## src/rtl/instr_fetch_decode_pkg.sv

```systemverilog
// Shared encodings for the fetch/decode front end:
// register selects, opcodes, ALU ops and fetch FSM states.
package instr_fetch_decode_pkg;

  localparam logic [1:0] NSEL_RN = 2'b00;
  localparam logic [1:0] NSEL_RD = 2'b01;
  localparam logic [1:0] NSEL_RM = 2'b10;

  localparam logic [2:0] OPC_MOV = 3'b110;
  localparam logic [2:0] OPC_ALU = 3'b101;
  localparam logic [2:0] OPC_LDR = 3'b011;
  localparam logic [2:0] OPC_STR = 3'b100;
  localparam logic [2:0] OPC_HLT = 3'b111;

  localparam logic [1:0] OP_ADD = 2'b00;
  localparam logic [1:0] OP_CMP = 2'b01;
  localparam logic [1:0] OP_AND = 2'b10;
  localparam logic [1:0] OP_MVN = 2'b11;

  typedef enum logic [1:0] {
    S_IDLE = 2'b00,
    S_REQ  = 2'b01,
    S_WAIT = 2'b10,
    S_FULL = 2'b11
  } fetch_state_e;

endpackage

```

## src/rtl/instr_fetch_decode_decoder.sv

```systemverilog
// Combinational field extraction from IR:
// opcode/op/shift, nsel register index and sign-extended immediates.
module instr_decoder
  import instr_fetch_decode_pkg::*;
(
  input  logic [15:0] ir,
  input  logic [1:0]  nsel,
  output logic [2:0]  opcode,
  output logic [1:0]  op,
  output logic [1:0]  shift,
  output logic [2:0]  readnum,
  output logic [2:0]  writenum,
  output logic [15:0] sximm8,
  output logic [15:0] sximm5
);

  assign opcode = ir[15:13];
  assign op     = ir[12:11];
  assign shift  = ir[4:3];
  assign sximm8 = {{8{ir[7]}}, ir[7:0]};
  assign sximm5 = {{11{ir[4]}}, ir[4:0]};

  always_comb begin
    readnum = 3'b000;
    unique case (1'b1)
      nsel == NSEL_RN: readnum = ir[10:8];
      nsel == NSEL_RD: readnum = ir[7:5];
      nsel == NSEL_RM: readnum = ir[2:0];
      default:         readnum = 3'b000;
    endcase
  end

  assign writenum = readnum;

endmodule

```

## src/rtl/instr_fetch_decode.sv

```systemverilog
// Front end: PC, one-entry fetch buffer, IR and the
// memory-port fetch FSM, with decode of IR.
module instr_fetch_decode
  import instr_fetch_decode_pkg::*;
#(
  parameter int ADDR_W   = 8,
  parameter int PC_RESET = 0
) (
  input  logic              clk,
  input  logic              reset,
  input  logic              loadpc,
  input  logic              loadir,
  input  logic              msel,
  input  logic [1:0]        nsel,
  input  logic [ADDR_W-1:0] c_addr,
  input  logic [15:0]       mem_rdata,
  input  logic              mem_rvalid,
  output logic              mem_req,
  output logic [ADDR_W-1:0] mem_addr,
  output logic [ADDR_W-1:0] pc,
  output logic [15:0]       ir,
  output logic [2:0]        opcode,
  output logic [1:0]        op,
  output logic [1:0]        shift,
  output logic [2:0]        readnum,
  output logic [2:0]        writenum,
  output logic [15:0]       sximm8,
  output logic [15:0]       sximm5,
  output logic              instr_ready,
  output logic              loadir_err
);

  fetch_state_e state, nxt;
  logic [15:0] buffer;
  logic abort, abort_nxt;
  logic buf_en, ir_en, err_set;

  always_ff @(posedge clk or posedge reset)
    if (reset) state <= S_REQ;
    else       state <= nxt;

  // loadpc always wins; a request already in flight is
  // drained via abort so its response cannot fill the buffer
  always_comb begin
    nxt       = state;
    abort_nxt = abort;
    buf_en    = 1'b0;
    mem_req   = 1'b0;
    unique case (state)
      S_IDLE: if (loadpc) nxt = S_REQ;
      S_REQ: begin
        if (loadpc) nxt = S_REQ;
        else if (!msel) begin
          mem_req = 1'b1;
          nxt     = S_WAIT;
        end
      end
      S_WAIT: begin
        if (mem_rvalid) begin
          abort_nxt = 1'b0;
          if (abort || loadpc) nxt = S_REQ;
          else begin
            buf_en = 1'b1;
            nxt    = S_FULL;
          end
        end else if (loadpc) abort_nxt = 1'b1;
      end
      S_FULL: begin
        if (loadpc)      nxt = S_REQ;
        else if (loadir) nxt = S_IDLE;
      end
      default: nxt = S_REQ;
    endcase
    if (reset) mem_req = 1'b0;
  end

  assign ir_en       = loadir && (state == S_FULL);
  assign err_set     = loadir && (state != S_FULL);
  assign instr_ready = (state == S_FULL);
  assign mem_addr    = msel ? c_addr : pc;

  always_ff @(posedge clk or posedge reset) begin
    if (reset) begin
      pc         <= ADDR_W'(PC_RESET);
      ir         <= 16'h0000;
      buffer     <= 16'h0000;
      abort      <= 1'b0;
      loadir_err <= 1'b0;
    end else begin
      if (loadpc)  pc         <= pc + 1'b1;
      if (ir_en)   ir         <= buffer;
      if (buf_en)  buffer     <= mem_rdata;
      if (err_set) loadir_err <= 1'b1;
      abort <= abort_nxt;
    end
  end

  instr_decoder u_dec (
    .ir       (ir),
    .nsel     (nsel),
    .opcode   (opcode),
    .op       (op),
    .shift    (shift),
    .readnum  (readnum),
    .writenum (writenum),
    .sximm8   (sximm8),
    .sximm5   (sximm5)
  );

endmodule

```

## config.mk

```make
export PLATFORM = sky130hd
export DESIGN_NAME = instr_fetch_decode
export DESIGN_NICKNAME = d
export VERILOG_FILES = /design/src/rtl/instr_fetch_decode_pkg.sv /design/src/rtl/instr_fetch_decode_decoder.sv /design/src/rtl/instr_fetch_decode.sv
export SDC_FILE = /design/constraint.sdc
export NUM_CORES = 1
export LEC_CHECK = 0
export BUFFER_PORTS_ARGS = -buffer_cell sky130_fd_sc_hd__buf_2
export CAP_MARGIN = 20
export CELL_PAD_IN_SITES_DETAIL_PLACEMENT = 1
export CELL_PAD_IN_SITES_GLOBAL_PLACEMENT = 2
export CORE_ASPECT_RATIO = 2
export CORE_UTILIZATION = 29
export CTS_BUF_LIST = sky130_fd_sc_hd__clkbuf_8
export DETAILED_ROUTE_END_ITERATION = 7
export PLACE_DENSITY_LB_ADDON = 0.1
export SLEW_MARGIN = 5
export SYNTH_ARGS = -nofsm -noshare
export SYNTH_HDL_FRONTEND = slang
export SYNTH_HIERARCHICAL = 1
export SYNTH_SLANG_ARGS = --single-unit
```

## constraint.sdc

```tcl
create_clock -name clk -period 1.95 [get_ports clk]
set_clock_uncertainty 0.15 [all_clocks]
set_input_delay 0.39 -clock clk [delete_from_list [all_inputs] [get_ports clk]]
set_output_delay 0.39 -clock clk [all_outputs]
set_load 0.01 [all_outputs]
```

=== After elaboration in Yosys (flattened, before gate mapping) ===
Index checks and enable logic that the tools add are counted.
Widths: inputs -> output; s select.

* Word-level logic and storage cells: 44
* Input port bits: 32
* Output and inout bits: 80
* Register bits: 44

* Reductions and logical operators: 8
* Equality and inequality tests: 10
* Add/subtract/negate cells: 1
* Mux-type cells: 19

{| class="wikitable"
|+ Operator list
! kind !! count
|-
| $mux 2 || 7
|-
| $mux 1 || 9
|-
| $pmux 3 s3 || 1
|-
| $add 8x1->8 const B || 1
|-
| $mux 8 || 1
|-
| $pmux 2 s4 || 1
|-
| $eq 2x2->1 const B || 3
|-
| $ne 2x2->1 const B || 3
|-
| $ne 3x3->1 const B || 2
|-
| $eq 2x1->1 const B || 2
|-
| $logic_not 2->1 || 2
|-
| $reduce_and 4->1 || 1
|-
| $logic_and 1x1->1 || 2
|-
| $reduce_and 2->1 || 1
|-
| $reduce_bool 2->1 || 1
|-
| $logic_or 1x1->1 || 1
|}

=== Depth between registers and ports, before layout ===
* Word-level depth: 4
* Gate-level depth with buffers: 5
* Mapped depth without buffers: 3

=== By module ===
Netlist, hierarchy kept.

{| class="wikitable"
|+ By module, submodules not included
! module !! cells an instance !! area each (um^2) !! sequential area each (um^2) !! times used
|-
| instr_fetch_decode || 127 || 1,889.3 || 1,102.3 || 1
|-
| instr_decoder || 49 || 377.9 || 0.0 || 1
|}

=== Least setup slack after synthesis ===
No wires, ideal clock.

* Kind: in2out
* Start point: input port msel
* End point: output port mem_addr[0]
* Data required time: 1.410 ns
* Buffers on the path: 1
* Path slack: 0.321 ns
* Data arrival time: 1.089 ns
* Stages: 2
* Cell sequence: clkbuf_1 mux2_2

* Longest elaborated chain between the ends: 1

{| class="wikitable"
|+ RTL lines
! item !! RTL line !! source
|-
| start, declared || instr_fetch_decode.sv:13 || <nowiki>input logic msel,</nowiki>
|-
| $mux 8 || instr_fetch_decode.sv:80 || <nowiki>assign mem_addr = msel ? c_addr : pc;</nowiki>
|-
| end, declared || instr_fetch_decode.sv:19 || <nowiki>output logic [ADDR_W-1:0] mem_addr,</nowiki>
|}

Every way passes these cells.

=== Final worst setup path ===
* Start point: register state[0]
* End point: output port mem_req

* Longest elaborated chain between the ends: 3

{| class="wikitable"
|+ RTL lines
! item !! RTL line !! source
|-
| start, declared || instr_fetch_decode.sv:33 || <nowiki>fetch_state_e state, nxt;</nowiki>
|-
| start signal, assigned || instr_fetch_decode.sv:40 || <nowiki>else state <= nxt;</nowiki>
|-
| $eq 2x1->1 || instr_fetch_decode.sv:49 || <nowiki>unique case (state)</nowiki>
|-
| $mux 1 || instr_fetch_decode.sv:49 ||
|-
| $mux 1 || instr_fetch_decode.sv:74 || <nowiki>if (reset) mem_req = 1'b0;</nowiki>
|-
| end, declared || instr_fetch_decode.sv:18 || <nowiki>output logic mem_req,</nowiki>
|}

Every way passes these cells.

==> flow_summary.yaml <==
setup_path:
  r2r-start: "state[0]"
  critPathMaxFanout: 5
  rr_worst_depth: 3
  cp.arrival_ns: 1.26
  rr_endpoint: "buffer[12]"
  critPathLaunchType: "flop"
  worstPathRequired_ns: 1.41
  reg2reg_slack_ns: 0.24
  end_kind: "output pin"
  worstSetupPathType: "reg2out"
floorplanning:
  die_w_um: 64.5
  dieArea_um2: 8200
  fp.dieH_um: 127
  rows: 45
  start_util: 0.298
  core_area_um2: 7600
  ios: 112
placed_design:
  hpwl_mm: 3.78
  gp_congestion: 0.710
  io_buffer_count: 111
power:
  combPwrFrac: 0.388
  pwr-share-clk: 0.186
  leakagePower_nw: 1.51
  p_int_mw: 2.41
  switchingPower_mw: 1.33
  ir_worst_vdd_mv: 0.423
  p_seq_frac: 0.425
  p_per_area_nw_per_um2: 1370
  swShare: 0.357
route:
  antenna_left: 0
  vias: 1520
  drtPass1Iterations: 4
  routed_wl_mm: 4.94
  routedWlPerCell_um: 14.4
  drt_iter0_markers: 9
  via_per_inst: 4.42
  drc_errors: 0
yosys:
  ys_async_sr_fraction: 1.00
  yosys-top-cells-count: "buf_4, dfrtp_1, mux2_2"
  syn_area_per_cell_um2: 12.9
  syn_inst: 176
  syn_area_um2: 2270
  synth_edf_count: 0
  ys_types: 27
  ys_top_cells_by_area: "dfrtp_1, mux2_2, buf_4"
  synth_top_area_share: 0.475
  yosysWarnings: 6
  ys_ff_latch: 44
  ys_seq_area_frac: 0.486
  yosysTopAreaCell: "dfrtp_1"
  synth-main-ff-cell: "dfrtp_1"
  syn_nets: 209
sta:
  setup_tns_ns: 0
  timing.hold.ws_ns: 0.166
  period_needed_ns: 1.80
  maxSlewHeadroom: 0.673
  worst_pin_slew_ns: 0.490
  drv_slew: 0
  rsz0062_at_grt: "false"
  fmax_mhz: 555
  finalHoldViolCount: 0
  finalSetupViolCount: 0
  post-route-period-util: 0.924
outcome:
  status: "complete, no violations"
hold_path:
  hold_path_startpoint: "mem_rdata[10]"
  hold_end: "buffer[10]"
  whs_path_depth: 2
  hp-class: "in2reg"
cts:
  root_buffer: "clkbuf_8"
  clockBufferDepth: 2
  clock_sinks: 44
  h-tree-depth: 2
  cts_tree: "built"
  insertion_delay_ns: 0.30
  post_cts_buffers: 0
  clk_pin_slew_ns: 0.09
  cts_buffers: 5
job:
  maxCapViolations: 0
layout:
  final_layout_size_suffix_gt1_frac: 0.672
  num_antenna_cells: 0
  syn_to_final_growth_pct: 20.6
  fin_nets: 282
global_route:
  track_usage: 0.129
  grt_pass1_vias: 1569
  grt_max_degree: 28
  grt-ovfl-total: 0
  grt_pass1_wl_mm: 7.84
  antenna_found_initial: 0
-- cells by family after synthesis --
logic type	synth area share
AOI/OAI and AO/OA	0.0315
buffers and inverters	0.161
xor gates and xnor gates	0.0270
adders and majority gates	0.00552
muxes	0.238
and+or+nand+nor	0.0502
DFF	0.486
-- state kept, by name, summed over array words and instances (netlist names) --
signal / flops
pc: 8
state: 2
abort: 1
ir: 16
buffer: 16
loadir_err: 1
-- worst max-delay path by stage --
stage | start | to | slack, ns | cells past startpoint
5_1_grt | state[0] | mem_req | 0.06 | 3
3_3_place_gp | loadpc | buffer[0] | 0.24 | 4
4_1_cts | state[0] | mem_req | 0.09 | 3
3_5_place_dp | loadpc | buffer[4] | 0.22 | 4
6_report | state[0] | mem_req | 0.15 | 3
2_1_floorplan | msel | mem_addr[0] | 0.32 | 2
-- critical path, stage by stage, from the launching register on --
cell and delay [ns]:
dfstp_2 0.58, nand2_1 0.09, nor4_2 0.13, buf_2 0.16
-- layout make-up --
cell class / instances / area, µm²
multi-input cells: 82 / 806
flip-flops and latches: 44 / 1100
inverters: 3 / 11.3
well taps: 94 / 118
clock buffers: 5 / 68.8
fillers: 885 / 4870
repair buffers: 113 / 586
clock inverters: 3 / 42.5
-- stage by stage --
stage                util  instances  total power [mW]  setup slack, ns  cell area [µm²]
CTS                 0.359        344              3.83           0.0854             2730
finish              0.360        344              3.74            0.148             2730
floorplan               -        176              2.79            0.321             2270
detailed placement  0.343        335              3.10            0.222             2610
global placement    0.343        335              3.08            0.236             2610
global route        0.360        344              4.03           0.0614             2730
-- cell usage in the layout, fill, tap and decap left out --
cell type / instances
nand3_4: 1
mux2i_1: 3
dfstp_2: 1
a211oi_1: 1
a21oi_1: 3
a21o_1: 1
dfrtp_1: 43
nand2_1: 5
dlygate4sd3_1: 1
mux2_2: 32
nor2_1: 2
inv_2: 1
buf_2: 111
inv_1: 2
buf_12: 1
and2b_4: 1
o2bb2ai_1: 3
nand4_1: 4
xor2_1: 2
ha_1: 1
clkinvlp_4: 1
bufinv_16: 1
nor4_2: 1
xnor2_1: 5
and3_1: 1
nand3_2: 1
nor2b_1: 2
mux2_4: 10
clkinv_2: 1
o21ai_0: 3
clkbuf_8: 5
-- power groups by stage --
stage,registers (mW),logic (mW),clock network [mW]
global placement,1.62,1.47,0
finish,1.59,1.45,0.697
global route,1.67,1.59,0.763
detailed placement,1.62,1.48,0
floorplan,1.62,1.17,0
CTS,1.61,1.48,0.731
-- layer usage --
layer | track usage | vias up | wire length [µm]
met3 | 0.0348 | 5 | 324
met1 | 0.123 | 737 | 1750
met2 | 0.246 | 74 | 2780
met4 | 0.0549 | 0 | 88
met5 | 0 | - | 0
li1 | - | 704 | -
-- what timing repair did --
item,in CTS,in global routing
setup endpoints to repair,0,1
hold buffers,1,0
hold endpoints to repair,16,0
resized for setup,0,1
Power figures use the tool's default switching activity.
